[config.mk]
export PLATFORM = sky130hd
export DESIGN_NAME = tone_sequencer
export DESIGN_NICKNAME = d
export VERILOG_FILES = /design/src/rtl/sound_pkg.sv /design/src/rtl/tone_channel.sv /design/src/rtl/tone_sequencer.sv
export SDC_FILE = /design/constraint.sdc
export NUM_CORES = 2
export LEC_CHECK = 0
export CORE_UTILIZATION = 57
export CTS_CLUSTER_SIZE = 10
export DETAILED_ROUTE_END_ITERATION = 12
export PLACE_DENSITY = 0.8
export SKIP_CTS_REPAIR_TIMING = 1
export SKIP_LAST_GASP = 1
export SYNTH_ARGS = -nofsm -noshare
export SYNTH_HDL_FRONTEND = slang
export SYNTH_SLANG_ARGS = --single-unit
[constraint.sdc]
create_clock -name clk -period 43.5 [get_ports clk]
set_clock_uncertainty 0.1 [all_clocks]
set_input_delay 13.05 -clock clk [delete_from_list [all_inputs] [get_ports clk]]
set_output_delay 13.05 -clock clk [all_outputs]
set_load 0.1 [all_outputs]
[src/rtl/sound_pkg.sv]
// sound_pkg: shared encodings for the tone sequencer.
// Channel gating modes and config-register selects.
package sound_pkg;

  typedef enum logic [1:0] {
    MODE_CONT    = 2'd0,
    MODE_CADENCE = 2'd1,
    MODE_ONESHOT = 2'd2,
    MODE_RSVD    = 2'd3
  } mode_t;

  localparam logic [1:0] SEL_HALF_DIV = 2'd0;
  localparam logic [1:0] SEL_ON_LEN   = 2'd1;
  localparam logic [1:0] SEL_PERIOD   = 2'd2;
  localparam logic [1:0] SEL_MODE     = 2'd3;

endpackage

[src/rtl/tone_channel.sv]
// tone_channel: one tone voice with its config registers,
// cadence/burst gating and square-wave divider.
module tone_channel
  import sound_pkg::*;
#(
  parameter int CLK_HZ = 50_000_000,
  parameter int DIV_W  = 20,
  parameter int CAD_W  = 26
) (
  input  logic             clk,
  input  logic             rst,
  input  logic             en,
  input  logic             trig,
  input  logic             we,
  input  logic [1:0]       sel,
  input  logic [CAD_W-1:0] data,
  output logic             snd,
  output logic             wave
);

  localparam logic [DIV_W-1:0] HALF_RST =
    DIV_W'(CLK_HZ / 2000 - 1);
  localparam logic [CAD_W-1:0] ON_RST =
    CAD_W'(CLK_HZ / 2);
  localparam logic [CAD_W-1:0] PER_RST =
    CAD_W'(CLK_HZ - 1);

  logic [DIV_W-1:0] half_div;
  logic [CAD_W-1:0] on_len;
  logic [CAD_W-1:0] period;
  mode_t            mode;

  logic [CAD_W-1:0] cad_cnt;
  logic [CAD_W-1:0] burst_cnt;
  logic [DIV_W-1:0] tone_cnt;
  logic             wave_q;
  logic [CAD_W-1:0] burst_ld;

  // a trigger coinciding with an ON_LEN write uses the new length
  assign burst_ld = (we && sel == SEL_ON_LEN) ? data : on_len;

  // run-time configuration writes
  always_ff @(posedge clk or posedge rst) begin
    if (rst) begin
      half_div <= HALF_RST;
      on_len   <= ON_RST;
      period   <= PER_RST;
      mode     <= MODE_CONT;
    end else if (we) begin
      unique case (1'b1)
        sel == SEL_HALF_DIV: half_div <= data[DIV_W-1:0];
        sel == SEL_ON_LEN:   on_len   <= data;
        sel == SEL_PERIOD:   period   <= data;
        sel == SEL_MODE:     mode     <= mode_t'(data[1:0]);
      endcase
    end
  end

  // gating: decide whether the voice sounds this cycle
  always_comb begin
    snd = 1'b0;
    if (en) begin
      case (mode)
        MODE_CONT:    snd = 1'b1;
        MODE_CADENCE: snd = cad_cnt < on_len;
        MODE_ONESHOT: snd = burst_cnt != '0;
        default:      snd = 1'b0;
      endcase
    end
  end

  // cadence phase and one-shot burst counters
  always_ff @(posedge clk or posedge rst) begin
    if (rst) begin
      cad_cnt   <= '0;
      burst_cnt <= '0;
    end else begin
      if (!en || mode != MODE_CADENCE)
        cad_cnt <= '0;
      else if (cad_cnt >= period)
        cad_cnt <= '0;
      else
        cad_cnt <= cad_cnt + CAD_W'(1);

      if (!en || mode != MODE_ONESHOT)
        burst_cnt <= '0;
      else if (trig)
        burst_cnt <= burst_ld;
      else if (burst_cnt != '0)
        burst_cnt <= burst_cnt - CAD_W'(1);
    end
  end

  // square-wave divider, held low while silent
  always_ff @(posedge clk or posedge rst) begin
    if (rst) begin
      tone_cnt <= '0;
      wave_q   <= 1'b0;
    end else if (!snd) begin
      tone_cnt <= '0;
      wave_q   <= 1'b0;
    end else if (tone_cnt >= half_div) begin
      tone_cnt <= '0;
      wave_q   <= ~wave_q;
    end else begin
      tone_cnt <= tone_cnt + DIV_W'(1);
    end
  end

  assign wave = wave_q & snd;

endmodule

[src/rtl/tone_sequencer.sv]
// tone_sequencer: NCH tone voices, fixed-priority mux, registered
// piezo output. Define SOUND_VOLUME_EN for the 3-bit PWM volume.
module tone_sequencer
  import sound_pkg::*;
#(
  parameter int CLK_HZ = 50_000_000,
  parameter int NCH    = 4,
  parameter int DIV_W  = 20,
  parameter int CAD_W  = 26
) (
  input  logic                   clk,
  input  logic                   rst,
  input  logic [NCH-1:0]         ch_en,
  input  logic [NCH-1:0]         ch_trig,
  input  logic                   cfg_we,
  input  logic [$clog2(NCH)-1:0] cfg_ch,
  input  logic [1:0]             cfg_sel,
  input  logic [CAD_W-1:0]       cfg_data,
`ifdef SOUND_VOLUME_EN
  input  logic [2:0]             vol,
`endif
  output logic                   piezo_out,
  output logic [$clog2(NCH)-1:0] active_ch,
  output logic                   busy
);

  localparam int CH_W = $clog2(NCH);

  logic [NCH-1:0]  snd;
  logic [NCH-1:0]  wave;
  logic            pick_wave;
  logic [CH_W-1:0] pick_ch;
  logic            tone_d;

  for (genvar i = 0; i < NCH; i++) begin : g_ch
    tone_channel #(
      .CLK_HZ(CLK_HZ),
      .DIV_W (DIV_W),
      .CAD_W (CAD_W)
    ) u_ch (
      .clk (clk),
      .rst (rst),
      .en  (ch_en[i]),
      .trig(ch_trig[i]),
      .we  (cfg_we && (cfg_ch == CH_W'(i))),
      .sel (cfg_sel),
      .data(cfg_data),
      .snd (snd[i]),
      .wave(wave[i])
    );
  end

  // lowest-index sounding voice wins
  always_comb begin
    pick_wave = 1'b0;
    pick_ch   = '0;
    for (int i = NCH - 1; i >= 0; i--) begin
      if (snd[i]) begin
        pick_wave = wave[i];
        pick_ch   = CH_W'(i);
      end
    end
  end

`ifdef SOUND_VOLUME_EN
  logic [2:0] pwm_cnt;

  // free-running PWM phase for volume chopping
  always_ff @(posedge clk or posedge rst) begin
    if (rst) pwm_cnt <= '0;
    else     pwm_cnt <= pwm_cnt + 3'd1;
  end

  assign tone_d = pick_wave & (pwm_cnt < vol);
`else
  assign tone_d = pick_wave;
`endif

  // output register: tone, owner and busy move together
  always_ff @(posedge clk or posedge rst) begin
    if (rst) begin
      piezo_out <= 1'b0;
      active_ch <= '0;
      busy      <= 1'b0;
    end else begin
      piezo_out <= tone_d;
      active_ch <= pick_ch;
      busy      <= |snd;
    end
  end

endmodule

==> impl_results.md <==
- Status: complete, no violations
- Hold Path Sink: g_ch[1].u_ch.period[14]$_DFFE_PP1P_
- Reg2Reg Launch Point: g_ch[3].u_ch.burst_cnt[19]$_DFFE_PP0P_
- Critical path class: input port to asynchronous set/reset pin
- Buffers added on ports: between 40 and 50
- CTS Buf Count: 70
- Switch Pwr: ~0.00050 W
- Antenna-violating nets left: 0
- Cell Area, Placed: 0.0341 mm2
- Worst Hold Path Cells: 2
- Routability cong.: roughly 0.9
- Hpwl dp: 50000 um
- Drt pass-1 iters: 6
- WL per Instance: between 15 and 20 um
- Maximum clock path buffer count: 3
- Max Slew Vio Count: 0
- Maxcap violations: 0
- Die area: approximately 0.059 mm2
- Crit path cell chain: clkdlybuf4s50_1 > inv_8 > buf_12 > buf_4 > buf_4
- TNS Setup: 0 ps
- Critical R2R Capture: piezo_out$_DFF_PP0_
- Synth cell types: 70
- CTS tree: built
- Worst reg-to-reg setup slack: 39980 ps
- Max frequency: about 61 MHz
- GRT overflow: 0
- Fin. Hold Viols: 0
- Worst Tran Pin Value: about 1300 ps
- Hold Path Class: flip-flop to flip-flop
- Drt initial violations: between 1500 and 2000
- Final #Nets: 3783
- Synth Area per Inst: 9.61 um2
- Clock Pin Slew Worst Setup and Hold Paths: about 60 ps
- Worst setup margin: ~27000 ps
- Yosys warns: 0
- Hold_sp: g_ch[1].u_ch.period[14]$_DFFE_PP1P_
- Startpoint Class: input port
- Largest net degree at the start of global routing: roughly 170
- Initial Util: 0.580
- RSZ-0062 raised after global routing: no
- Peak supply drop: approximately 0.035 mV
- Critical path's slowest cell: buf_4
- Worst path most repeated cell: buf_4
- CTS sink cnt: a little under 600
- Synth Register Bits: 592
- Syn nets: between 3000 and 4000
- Arrival @ worst endpoint: 16850 ps
- Die Y: 242 um
- Max incr delay on CP: 890 ps
- Register area share after synthesis: 0.456
- Leakage: between 15 and 20 nW
- H-Tree Depth: 3
- Area of the core: approximately 0.057 mm2
- Syn-to-layout area delta: 9.92%
- Number of synthesized flops with an enable pin: 0
- Drt total wl: 74200 um
- Setup violators final: 0
- Sequential share of power: 0.428
- Clock network power share: 0.328
- Main synth FF type: dfrtp_1
- Routed vias: 23800
- Critical Path End Type: asynchronous set/reset pin
- First-pass GRT wire length: ~120000 um
- Rel. slew slack: 0.155
- Sw Share: 0.308
- Cell area after synthesis: roughly 0.033 mm2
- Synth async-reset ratio: 1.00
- Row count: 87
- IO Pins: between 40 and 50
- CP max FO: 170
- Worst Path Required: roughly 44000 ps
- Antenna cells: 0
- # DRC: 0
- Initial antenna violation count: 2
- Via density: between 5 and 6
- Pwr dens: roughly 45 mW/mm2
- Internal: about 0.0011 W
- Number of global-route vias before repair: ~24000
- Pre-CTS setup slack: 26410 ps
- Die X: ~240 um
- Clock Latency Late Sink: about 610 ps
- Min Tclk post-route: around 16000 ps
- Total GRT Usage: 0.257
- Comb pwr share: 0.244
- Worst Reg-to-Reg Cells: 8
- Clock Root Buffer: clkbuf_16
- Final period util: 0.377
- Fraction of layout cells with a size suffix above 1: 0.127
- Post-Synthesis Cells: between 3000 and 4000
- Cell area after layout: about 0.036 mm2
- Power Total: about 0.0016 W
==> worst max-delay path, delay by kind of cell <==
kind | cells | cell delay (ps)
buffers and inverters | 5 | 3410
==> per-stage QoR <==
step	utilization	hold WS, ps	std cells
after floorplan	-	359	3424
after CTS	0.638	405	4255
after global placement	0.602	387	4130
final	0.638	404	4255
after detailed placement	0.602	393	4130
after global routing	0.638	415	4255
==> synthesized netlist by cell type (10+ instances only) <==
| library cell | instances | share of area |
|---|---|---|
| o21ai_0 | 187 | 0.028 |
| ha_1 | 296 | 0.11 |
| or3_1 | 18 | 0.0034 |
| clkbuf_1 | 116 | 0.013 |
| nand4_1 | 47 | 0.0089 |
| or4_1 | 10 | 0.0023 |
| mux2_2 | 145 | 0.050 |
| and3_1 | 41 | 0.0078 |
| and4_1 | 17 | 0.0045 |
| a211oi_1 | 94 | 0.021 |
| dfstp_2 | 152 | 0.12 |
| a21o_1 | 67 | 0.015 |
| nor2_1 | 408 | 0.047 |
| xnor2_1 | 164 | 0.044 |
| o21a_1 | 10 | 0.0023 |
| a21oi_1 | 86 | 0.013 |
| nor4_1 | 23 | 0.0044 |
| inv_1 | 321 | 0.037 |
| nand2_1 | 353 | 0.040 |
| buf_2 | 10 | 0.0015 |
| nor2b_1 | 19 | 0.0036 |
| dfrtp_1 | 440 | 0.33 |
| nor3_1 | 55 | 0.0084 |
| nand2b_1 | 20 | 0.0038 |
| xor2_1 | 96 | 0.026 |
| nand3_1 | 106 | 0.016 |
==> worst max-delay path by stage <==
stage | startpoint | cells past startpoint | slack [ps] | end
2_1_floorplan | rst | 1 | 14030 | active_ch[0]$_DFF_PP0_
3_3_place_gp | rst | 5 | 26450 | g_ch[3].u_ch.cad_cnt[12]$_DFF_PP0_
3_5_place_dp | rst | 5 | 26410 | g_ch[3].u_ch.cad_cnt[12]$_DFF_PP0_
4_1_cts | rst | 5 | 27050 | g_ch[3].u_ch.cad_cnt[14]$_DFF_PP0_
5_1_grt | rst | 5 | 26570 | g_ch[3].u_ch.period[18]$_DFFE_PP0P_
6_report | rst | 5 | 27120 | g_ch[2].u_ch.mode[1]$_DFFE_PP0P_
==> layout by cell type, fill, tap and decap left out, types with 5 or more instances in the layout <==
master,synthesis,layout
a2111oi_0,6,6
a211oi_1,94,93
a21o_1,67,67
a21oi_1,86,83
a31oi_1,6,6
and2_1,6,6
and3_1,41,41
and4_1,17,17
buf_4,0,33
clkbuf_1,116,46
clkbuf_16,0,73
clkdlybuf4s50_1,0,44
dfrtp_1,440,440
dfstp_2,152,152
ha_1,296,296
inv_1,321,320
mux2_2,145,145
nand2_1,353,353
nand2b_1,20,20
nand3_1,106,106
nand3b_1,9,9
nand4_1,47,47
nor2_1,408,402
nor2_2,1,5
nor2b_1,19,19
nor3_1,55,55
nor3b_1,8,8
nor4_1,23,23
o2111ai_1,5,5
o211ai_1,8,8
o21a_1,10,10
o21ai_0,187,187
o31ai_1,9,9
or2_2,7,7
or3_1,18,18
or4_1,10,10
xnor2_1,164,164
xor2_1,96,96
==> registers in the layout, indices dropped and copies added, names as in the netlist <==
register / flops
piezo_out: 1
g_ch.u_ch.on_len: 104
active_ch: 2
g_ch.u_ch.burst_cnt: 104
g_ch.u_ch.cad_cnt: 104
g_ch.u_ch.period: 104
busy: 1
g_ch.u_ch.tone_cnt: 80
g_ch.u_ch.mode: 8
g_ch.u_ch.half_div: 80
g_ch.u_ch.wave_q: 4
==> per-layer routing <==
| metal | vias up | part of all wire | wire (um) | GRT usage |
|---|---|---|---|---|
| met2 | 582 | 0.45 | 33500 | 0.413 |
| li1 | 11700 | - | - | - |
| met5 | - | 0.00027 | 20 | 0 |
| met3 | 182 | 0.058 | 4330 | 0.0453 |
| met1 | 11400 | 0.45 | 33300 | 0.348 |
| met4 | 4 | 0.040 | 3000 | 0.0994 |
==> logic make-up (layout without fill, tap and decap cells) <==
family          after synthesis  after routing  synth area share
simple gates               1158           1158             0.160
buf+inv                     451            526            0.0523
mux                         148            148            0.0505
flops                       592            592             0.456
fa+ha+maj                   296            296             0.113
compound gates              519            519             0.100
xor+xnor                    260            260            0.0692
==> power groups by stage <==
| stage | Combinational [W] | Sequential [W] | Clock, W |
|---|---|---|---|
| finish | 0.000400 | 0.000701 | 0.000536 |
| global placement | 0.000379 | 0.000704 | 0 |
| global route | 0.000449 | 0.000711 | 0.000569 |
| CTS | 0.000400 | 0.000701 | 0.000546 |
| floorplan | 0.000303 | 0.000704 | 0 |
| detailed placement | 0.000394 | 0.000708 | 0 |
==> layout make-up <==
| cell class | count | area (um2) |
|---|---|---|
| fillers | 4374 | 20500 |
| well taps | 756 | 946 |
| inverters | 323 | 1220 |
| clock buffers | 120 | 2010 |
| multi-input cells | 2381 | 16200 |
| clock inverters | 5 | 43.8 |
| repair buffers | 78 | 708 |
| flip-flops and latches | 592 | 15000 |
Power figures use the tool's default switching activity.
